`src/rtl/agc_sar_sequencer_if.sv`:
```
// rtl/agc_sar_sequencer_if.sv - control/status bundle between AGC front-end logic and the SAR gain sequencer
interface agc_sar_sequencer_if #(
    parameter int GAIN_W = 6
) ();
    // Inputs to the sequencer
    logic              enable;
    logic              start;
    logic              freeze;
    logic              overload;

    // Outputs from the sequencer
    logic [GAIN_W-1:0] gain_code;
    logic              gain_valid;
    logic              busy;
    logic              locked;
    logic              reacq;

    // Front-end side: issues enable/start/freeze and reports ADC overload
    modport master (
        output enable,
        output start,
        output freeze,
        output overload,
        input  gain_code,
        input  gain_valid,
        input  busy,
        input  locked,
        input  reacq
    );

    // Sequencer side
    modport slave (
        input  enable,
        input  start,
        input  freeze,
        input  overload,
        output gain_code,
        output gain_valid,
        output busy,
        output locked,
        output reacq
    );
endinterface

```
`src/rtl/agc_sar_sequencer.sv`:
```
// rtl/agc_sar_sequencer.sv - successive-approximation AGC gain acquisition with overload-driven re-acquisition
module agc_sar_sequencer #(
    parameter int GAIN_W     = 6,
    parameter int SETTLE_CYC = 4,
    parameter int OBS_CYC    = 8,
    parameter int OVLD_LIMIT = 4
) (
    input  logic                  clk,
    input  logic                  RESET,
    agc_sar_sequencer_if.slave    sif
);

    localparam int BIT_W = (GAIN_W > 1) ? $clog2(GAIN_W) : 1;

    localparam logic [BIT_W-1:0]  BIT_MSB     = BIT_W'(GAIN_W - 1);
    localparam logic [BIT_W-1:0]  BIT_ONE     = BIT_W'(1);
    localparam logic [GAIN_W-1:0] MSB_CODE    = GAIN_W'(1) << (GAIN_W - 1);
    localparam logic [7:0]        SETTLE_LAST = 8'(SETTLE_CYC - 1);
    localparam logic [7:0]        OBS_LAST    = 8'(OBS_CYC - 1);
    localparam logic [7:0]        OVLD_LAST   = 8'(OVLD_LIMIT - 1);

    typedef enum logic [2:0] {
        ST_IDLE    = 3'd0,
        ST_SETTLE  = 3'd1,
        ST_OBSERVE = 3'd2,
        ST_DECIDE  = 3'd3,
        ST_LOCKED  = 3'd4
    } state_t;

    state_t              state_q,      state_d;
    logic [7:0]          cnt_q,        cnt_d;
    logic [BIT_W-1:0]    bit_q,        bit_d;
    logic                seen_q,       seen_d;
    logic [7:0]          ovld_cnt_q,   ovld_cnt_d;
    logic [GAIN_W-1:0]   gain_q,       gain_d;
    logic                gain_valid_q, gain_valid_d;
    logic                reacq_q,      reacq_d;
    logic                restart;

    // Next-state logic: enable gates everything, start (or a LOCKED overload burst) restarts the search
    always_comb begin
        state_d      = state_q;
        cnt_d        = cnt_q;
        bit_d        = bit_q;
        seen_d       = seen_q;
        ovld_cnt_d   = ovld_cnt_q;
        gain_d       = gain_q;
        gain_valid_d = 1'b0;
        reacq_d      = 1'b0;
        restart      = 1'b0;

        if (!sif.enable) begin
            // Gain is deliberately held so the analog chain is not disturbed
            state_d    = ST_IDLE;
            cnt_d      = 8'd0;
            seen_d     = 1'b0;
            ovld_cnt_d = 8'd0;
            bit_d      = BIT_MSB;
        end else if (sif.start) begin
            restart = 1'b1;
        end else begin
            case (state_q)
                ST_IDLE: begin
                end

                ST_SETTLE: begin
                    // Overload is meaningless while the VGA/ADC are still settling
                    if (!sif.freeze) begin
                        if (cnt_q == SETTLE_LAST) begin
                            state_d = ST_OBSERVE;
                            cnt_d   = 8'd0;
                            seen_d  = 1'b0;
                        end else begin
                            cnt_d = cnt_q + 8'd1;
                        end
                    end
                end

                ST_OBSERVE: begin
                    if (!sif.freeze) begin
                        seen_d = seen_q | sif.overload;
                        if (cnt_q == OBS_LAST) begin
                            state_d = ST_DECIDE;
                            cnt_d   = 8'd0;
                        end else begin
                            cnt_d = cnt_q + 8'd1;
                        end
                    end
                end

                ST_DECIDE: begin
                    // Keep the trial bit only if the observation window stayed clean
                    gain_d[bit_q] = ~seen_q;
                    if (bit_q != '0) begin
                        gain_d[bit_q - BIT_ONE] = 1'b1;
                        bit_d                   = bit_q - BIT_ONE;
                        state_d                 = ST_SETTLE;
                    end else begin
                        state_d = ST_LOCKED;
                    end
                    ovld_cnt_d   = 8'd0;
                    gain_valid_d = (gain_d != gain_q);
                end

                ST_LOCKED: begin
                    // Only an unbroken run of overload cycles triggers re-acquisition
                    if (!sif.freeze) begin
                        if (sif.overload) begin
                            if (ovld_cnt_q == OVLD_LAST) begin
                                restart = 1'b1;
                                reacq_d = 1'b1;
                            end else begin
                                ovld_cnt_d = ovld_cnt_q + 8'd1;
                            end
                        end else begin
                            ovld_cnt_d = 8'd0;
                        end
                    end
                end

                default: begin
                    state_d = ST_IDLE;
                end
            endcase
        end

        // Shared entry into the MSB trial; earlier results are discarded
        if (restart) begin
            state_d      = ST_SETTLE;
            cnt_d        = 8'd0;
            seen_d       = 1'b0;
            bit_d        = BIT_MSB;
            ovld_cnt_d   = 8'd0;
            gain_d       = MSB_CODE;
            gain_valid_d = 1'b1;
        end
    end

    // State and datapath registers with synchronous reset
    always_ff @(posedge clk) begin
        if (RESET) begin
            state_q      <= ST_IDLE;
            cnt_q        <= 8'd0;
            bit_q        <= BIT_MSB;
            seen_q       <= 1'b0;
            ovld_cnt_q   <= 8'd0;
            gain_q       <= '0;
            gain_valid_q <= 1'b0;
            reacq_q      <= 1'b0;
        end else begin
            state_q      <= state_d;
            cnt_q        <= cnt_d;
            bit_q        <= bit_d;
            seen_q       <= seen_d;
            ovld_cnt_q   <= ovld_cnt_d;
            gain_q       <= gain_d;
            gain_valid_q <= gain_valid_d;
            reacq_q      <= reacq_d;
        end
    end

    assign sif.gain_code  = gain_q;
    assign sif.gain_valid = gain_valid_q;
    assign sif.busy       = (state_q == ST_SETTLE) || (state_q == ST_OBSERVE) || (state_q == ST_DECIDE);
    assign sif.locked     = (state_q == ST_LOCKED);
    assign sif.reacq      = reacq_q;

endmodule

```
`src/flat_wrapper.sv`:
```
// flat-port wrapper written by rule: the top's interface ports become plain ports
module agc_sar_sequencer_flat 
#(
    parameter int GAIN_W     = 6,
    parameter int SETTLE_CYC = 4,
    parameter int OBS_CYC    = 8,
    parameter int OVLD_LIMIT = 4
)
  (clk, RESET, sif_enable, sif_start, sif_freeze, sif_overload, sif_gain_code, sif_gain_valid, sif_busy, sif_locked, sif_reacq);
  agc_sar_sequencer_if #(.GAIN_W(GAIN_W)) sif_i ();
  input  logic clk;
  input  logic RESET;
  input wire logic [$bits(sif_i.enable)-1:0] sif_enable;
  input wire logic [$bits(sif_i.start)-1:0] sif_start;
  input wire logic [$bits(sif_i.freeze)-1:0] sif_freeze;
  input wire logic [$bits(sif_i.overload)-1:0] sif_overload;
  output wire logic [$bits(sif_i.gain_code)-1:0] sif_gain_code;
  output wire logic [$bits(sif_i.gain_valid)-1:0] sif_gain_valid;
  output wire logic [$bits(sif_i.busy)-1:0] sif_busy;
  output wire logic [$bits(sif_i.locked)-1:0] sif_locked;
  output wire logic [$bits(sif_i.reacq)-1:0] sif_reacq;
  assign sif_i.enable = sif_enable;
  assign sif_i.start = sif_start;
  assign sif_i.freeze = sif_freeze;
  assign sif_i.overload = sif_overload;
  assign sif_gain_code = sif_i.gain_code;
  assign sif_gain_valid = sif_i.gain_valid;
  assign sif_busy = sif_i.busy;
  assign sif_locked = sif_i.locked;
  assign sif_reacq = sif_i.reacq;
  agc_sar_sequencer #(.GAIN_W(GAIN_W), .SETTLE_CYC(SETTLE_CYC), .OBS_CYC(OBS_CYC), .OVLD_LIMIT(OVLD_LIMIT)) u_core (.clk(clk), .RESET(RESET), .sif(sif_i));
endmodule
```
`config.mk`:
```
export PLATFORM = sky130hd
export DESIGN_NAME = agc_sar_sequencer_flat
export DESIGN_NICKNAME = d
export VERILOG_FILES = /design/src/rtl/agc_sar_sequencer_if.sv /design/src/rtl/agc_sar_sequencer.sv /design/src/flat_wrapper.sv
export SDC_FILE = /design/constraint.sdc
export NUM_CORES = 1
export LEC_CHECK = 0
export CAP_MARGIN = 20
export CORE_MARGIN = 4
export CORE_UTILIZATION = 33
export DETAILED_ROUTE_END_ITERATION = 12
export PLACE_DENSITY = 0.61
export SETUP_SLACK_MARGIN = 0.2
export SLEW_MARGIN = 20
export SYNTH_ARGS = -nofsm -noshare
export SYNTH_HDL_FRONTEND = slang
export SYNTH_SLANG_ARGS = --single-unit
```
`constraint.sdc`:
```
create_clock -name clk -period 2.2 [get_ports clk]
set_input_delay 0.33 -clock clk [delete_from_list [all_inputs] [get_ports clk]]
set_output_delay 0.33 -clock clk [all_outputs]
set_load 0.02 [all_outputs]
```
---- Yosys cells after proc, flatten, opt, wreduce, memory -nomap -nowiden ----
Index checks and enable logic that the tools add are counted.
operators by class
  add/sub/neg operators ................... 3
  order comparisons ....................... 4
  equality and inequality tests ........... 21
  mux-type cells .......................... 45
  bitwise gates (word level) .............. 6
  reductions and logical operators ........ 22
operators by type and width
  kind                   number
  $mux W8                7
  $mux W6                8
  $pmux W8 S2            2
  $mux W1                18
  $add A8 B1 Y8 const B  2
  $eq A8 B2 Y1 const B   2
  $mux W3                5
  $pmux W3 S4            1
  $reduce_and A6 Y1      2
  $reduce_and A3 Y1      3
  $eq A8 B3 Y1 const B   1
  $lt A3 B4 Y1 const B   2
  $ne A4 B2 Y1 const B   2
  $ne A4 B3 Y1 const B   2
  $reduce_and A4 Y1      2
  $reduce_bool A2 Y1     4
  $bwmux W6              1
  $demux W1 S3           2
  $eq A3 B2 Y1 const B   2
  $ge A3 B1 Y1 const B   2
  $ne A2 B1 Y1 const B   3
  $ne A2 B2 Y1 const B   3
  $ne A3 B2 Y1 const B   2
  $ne A6 B6 Y1           1
  other kinds (15)       22
word-level totals
  register bits after elaboration ......... 31
  bits of input ports ..................... 6
  output and inout port bits .............. 10
  word-level logic and storage cells ...... 111

---- Logic depth before layout (Yosys ltp) ----
Gate-level depths: netlist of run 1.
  word-level depth ........................ 15
  mapped depth ............................ 7
  mapped depth without buffers ............ 7

---- Worst setup path after synthesis of run 1 ----
OpenSTA, ideal clock, no wires.
  path type ............................... flip-flop to flip-flop
  start ................................... reg u_core.bit_q[0]
  end ..................................... reg u_core.gain_valid_q (netlist: u_core.sif.gain_valid)
  library setup time ...................... 0.074 ns
  arrival time ............................ 1.712 ns
  data required time ...................... 2.126 ns
  path slack .............................. 0.414 ns
  cell stages (with the launch flop) ...... 7
  path buffers ............................ 0
  period minus slack after synthesis ...... 1.786 ns
  path through ............................ dfxtp_1 > clkinv_1 > ha_1 > mux4_2 > o22ai_1 > nor4_1 > a31oi_1
between the ends
  cells in the longest elaborated chain, start to end .. 15
  elaborated cells on any way between the ends .. 23
  classes of those cells .................. add/sub: 1; order compare: 4; eq/ne: 1; mux: 13; bitwise: 1; reduce/logical: 3
RTL lines
  item                                                                  RTL line                                          RTL
  from (decl)                                                           agc_sar_sequencer.sv:32                           logic [BIT_W-1:0] bit_q, bit_d;
  from (signal assigned)                                                agc_sar_sequencer.sv:153                          bit_q <= bit_d;
  $sub A3 B1 Y3 (tied with other cells)                                 agc_sar_sequencer.sv:95                           gain_d[bit_q - BIT_ONE] = 1'b1;
  $lt A3 B4 Y1 (implied by the code) (tied with other cells)            agc_sar_sequencer.sv:95
  $logic_and A1 B1 Y1 (implied by the code) or $mux W1 (tied branches)  agc_sar_sequencer.sv:95, agc_sar_sequencer.sv:93
  $mux W1 (implied by the code) or $demux W1 S3 (tied branches)         -
  $demux W1 S3 or $bwmux W6 (tied branches)                             -
  $or A6 B6 Y6 (no line)                                                -
  $mux W6 *                                                             agc_sar_sequencer.sv:94                           if (bit_q != '0) begin
  $mux W6 *                                                             agc_sar_sequencer.sv:62                           case (state_q)
  $mux W6 *                                                             agc_sar_sequencer.sv:59                           end else if (sif.start) begin
  $mux W6 *                                                             agc_sar_sequencer.sv:52                           if (!sif.enable) begin
  $ne A6 B6 Y1 *                                                        agc_sar_sequencer.sv:102                          gain_valid_d = (gain_d != gain_q);
  $mux W1 *                                                             agc_sar_sequencer.sv:62
  $mux W1 *                                                             agc_sar_sequencer.sv:59
  $mux W1 *                                                             agc_sar_sequencer.sv:52
  $mux W1 *                                                             agc_sar_sequencer.sv:128                          if (restart) begin
  to (signal assigned)                                                  agc_sar_sequencer.sv:157                          gain_valid_q <= gain_valid_d;
  to (decl)                                                             agc_sar_sequencer.sv:36                           logic gain_valid_q, gain_valid_d;
Every way passes the cells marked *; elsewhere a longest branch is shown, timed or not. The select of a mux whose other input is x is not followed.
A chain may end at the register's enable or synchronous reset.

---- Worst setup path in the final report of run 1 ----
  start ................................... reg u_core.ovld_cnt_q[0]
  end ..................................... reg u_core.gain_q[1] (netlist: u_core.sif.gain_code[1])
between the ends
  cells in the longest elaborated chain, start to end .. 8
RTL lines
  item                        RTL line                  RTL
  from (decl)                 agc_sar_sequencer.sv:34   logic [7:0] ovld_cnt_q, ovld_cnt_d;
  from (signal assigned)      agc_sar_sequencer.sv:155  ovld_cnt_q <= ovld_cnt_d;
  $eq A8 B2 Y1                agc_sar_sequencer.sv:109  if (ovld_cnt_q == OVLD_LAST) begin
  $mux W1                     agc_sar_sequencer.sv:109
  $mux W1                     agc_sar_sequencer.sv:108  if (sif.overload) begin
  $mux W1                     agc_sar_sequencer.sv:107  if (!sif.freeze) begin
  $mux W1                     agc_sar_sequencer.sv:62
  $mux W1                     agc_sar_sequencer.sv:59
  $mux W1                     agc_sar_sequencer.sv:52
  $reduce_or A2 Y1 (no line)  -
  to (signal assigned)        agc_sar_sequencer.sv:156  gain_q <= gain_d;
  to (decl)                   agc_sar_sequencer.sv:35   logic [GAIN_W-1:0] gain_q, gain_d;
No other way between the ends.

==> reports/qor.txt, run 1 <==
GR Util All Layers: 12.9%
Clock transition at path regs: 0.07 ns
CP max FO: 5
count of different cell masters after synthesis: 57
Crit path max-delay family: simple AND/OR/NAND/NOR gates
largest net degree at the start of global routing: 20
leakage: 0.776 nW
Post-synth EDFFs: 0
Hold Buf Count CTS: 0
row count: 27
CP startpoint kind: register
Ports: 16
# clock sinks: 31
Root Driver: clkbuf_8
Max H-tree Level: 2
Multi-input gate area: 1260 µm²
GP Congestion: 0.852
Setup Viol. Count Final: 0
# fillers: 530
core area: 5640 µm²
ranking of synthesized cells by area: dfxtp_1 32%, nor2_1 6.1%, xnor2_1 4.9%
Cell Chain, Critical Path: ha_1 -> or4b_4 -> nor4_4 -> o21ai_2 -> nand2b_1 -> a211oi_1
share of layout cells above drive strength 1: 17.1%
final WL: 4430 µm
final-stage net count: 261
MaxCap Viol Count: 0
critical path class: register to register
top-area cell type share of the netlist area: 31.7%
gr ovfl total: 0
critical path data required time: 2.37 ns
RSZ-0062 raised after global routing: yes
Worst path max stage delay: 0.52 ns
global-route wire length before repair: 7580 µm
register area: 624 µm²
Synth Flop Type: dfxtp_1
WL/cell: 13.7 µm
Layout Skew: 0.00678 ns
Syn Std Cell Area: 1960 µm²
diode count: 0
Final Hold Vio Count: 0
Initial Utilization: 34.7%
Warnings, synthesis: 0
largest area contributor in the netlist: dfxtp_1
power density cells: 526 nW/µm²
Yosys reg bits: 31
Cell Area, Placed: 2210 µm²
Slew @ Worst Pin: 0.481 ns
DP Wirelength: 3270 µm
crit path buf inv count: 0
Via-to-Cell Ratio: 5.27
fin crit share: 85.4%
total number of vias: 1,708
ANT nets after route: 0
relative slew slack: 67.9%
vias in the first global route: 1,595
fin. max-slew vios: 0
Area Overhead vs Synth: 19.4%
Worst VDD drop: 0.240 mV
post-route setup TNS: 0 ns
ys async rst share: 0%
final instance area: 2340 µm²
1st-iter DRT viols: 158
full die area: 7220 µm²
CP endpoint kind: register
first-pass detailed-route iteration total: 4
initial antenna violation count: 0
post-synthesis sequential area ratio: 31.7%
residual DRC count: 0
Tmin final: 1.88 ns
cells after synthesis: 231
Worst EP arrival: 2.05 ns
Max Fclk: 532 MHz
status: completed
I/O Buffers: 15
Post-Syn Nets: 241
CTS tree: done
Die Y: 85.0 µm
CTS Buffer Depth: 2
Die Wd: 85.0 µm
Skew-Pair Late Insertion Delay: 0.29 ns
Num CTS Buffers: 5
Mapped Avg Cell Area: 8.47 µm²
Crit-path slowest cell: or4b_4
Hold WC Path Type: register to register
[cell type report]
cell class,count,area share (%)
clock inverters,2,1.50
flip-flops and latches,31,26.7
multi-input cells,184,54.2
well taps,72,3.86
inverters,4,0.643
clock buffers,6,3.54
repair buffers,25,9.59
[synth_stat cells, types with 2 or more instances]
| library cell | number |
|---|---|
| dfxtp_1 | 31 |
| nand3_1 | 5 |
| xnor2_1 | 11 |
| nor3b_1 | 3 |
| nand2_1 | 14 |
| nor2b_1 | 3 |
| nand4_1 | 5 |
| nand2b_1 | 8 |
| inv_1 | 3 |
| a31oi_1 | 6 |
| o22ai_1 | 2 |
| nor4b_2 | 3 |
| mux2i_1 | 3 |
| a21oi_1 | 13 |
| o21ai_2 | 3 |
| nor2_1 | 32 |
| a211oi_1 | 8 |
| nor3_1 | 6 |
| nor4_2 | 2 |
| xor2_1 | 5 |
| clkbuf_1 | 8 |
| buf_4 | 3 |
| nand4b_1 | 2 |
| and2_1 | 2 |
| ha_1 | 4 |
| nor4_4 | 2 |
| o21ai_0 | 11 |
| and3_1 | 2 |
| mux2_2 | 3 |
[placed cells by master, fill, tap and decap left out, types with 4 or more instances in the layout]
cell type,n
a211oi_1,8
a21oi_1,13
a31oi_1,6
buf_4,10
clkbuf_8,6
clkdlybuf4s50_1,14
dfxtp_1,28
ha_1,4
nand2_1,13
nand2b_1,8
nand3_1,5
nand4_1,5
nor2_1,32
nor3_1,6
o21ai_0,10
xnor2_1,11
xor2_1,5
[stage by stage]
step | std cells | hold WS [ns] | util [%] | total power, mW | setup WS, ns
after floorplan | 231 | 0.399 | - | 0.613 | 0.414
after global placement | 315 | 0.485 | 39.1 | 0.646 | 0.169
after detailed placement | 315 | 0.489 | 39.1 | 0.646 | 0.170
after CTS | 323 | 0.500 | 41.2 | 1.24 | 0.216
after global routing | 324 | 0.532 | 41.4 | 1.27 | 0.188
final | 324 | 0.496 | 41.4 | 1.23 | 0.320
[state kept, by name, summed over array words and instances (netlist names)]
name / count
u_core.sif.reacq: 1
u_core.cnt_q: 8
u_core.bit_q: 3
u_core.state_q: 3
u_core.sif.gain_code: 6
u_core.seen_q: 1
u_core.ovld_cnt_q: 8
u_core.sif.gain_valid: 1
[power by group]
part	total (mW)	leakage (nW)	switching, mW	internal, mW
combinational	0.0652	0.463	0.0341	0.0311
clock	0.593	0.0612	0.227	0.366
sequential	0.569	0.252	0.00519	0.564
[metal layers]
layer  global-route usage [%]  up-vias  wire [µm]
met5                        0        -          0
met4                     6.47        0        121
met3                     3.01        8        139
met2                     19.0       27       2010
met1                     17.6      791       2160
li1                         -      882          -
[logic make-up (layout without fill, tap and decap cells)]
group	Yosys count	in the layout	share of synthesized area, %
xor gates and xnor gates	16	16	7.17
buffers and inverters	16	37	3.71
adders and majority gates	4	4	2.56
DFF	31	31	31.7
AOI/OAI and AO/OA	53	53	17.5
and+or+nand+nor	104	104	33.0
muxes	7	7	4.41
[tightest hold or removal path: stages, from the launching register on]
cell      delay (ns)
dfxtp_1         0.33
nand2b_1        0.07
a21oi_1         0.05
[final timing paths]
check                                     startpoint                       to  slack (ns)  cells past startpoint
worst max register to register  u_core.ovld_cnt_q[0]  u_core.sif.gain_code[1]        0.32                      6
worst min register to register  u_core.ovld_cnt_q[1]     u_core.ovld_cnt_q[1]        0.50                      2
worst max-delay path            u_core.ovld_cnt_q[0]  u_core.sif.gain_code[1]        0.32                      6
worst min-delay path            u_core.ovld_cnt_q[1]     u_core.ovld_cnt_q[1]        0.50                      2
[repair_timing]
action | CTS | global route
pin swaps | 0 | 1
resized for setup | 3 | 3
gates cloned | 0 | 0
endpoints found under the setup margin | 2 | 17
setup buffers | 0 | 1
Power figures use the tool's default switching activity.
==> inputs of run 2 (changes only) <==
CAP_MARGIN = unset   (was 20)
HOLD_SLACK_MARGIN = 0.12   (was unset)
==> results of run 2 <==
No change in the layout: final DEF, timing and power equal those of run 1.
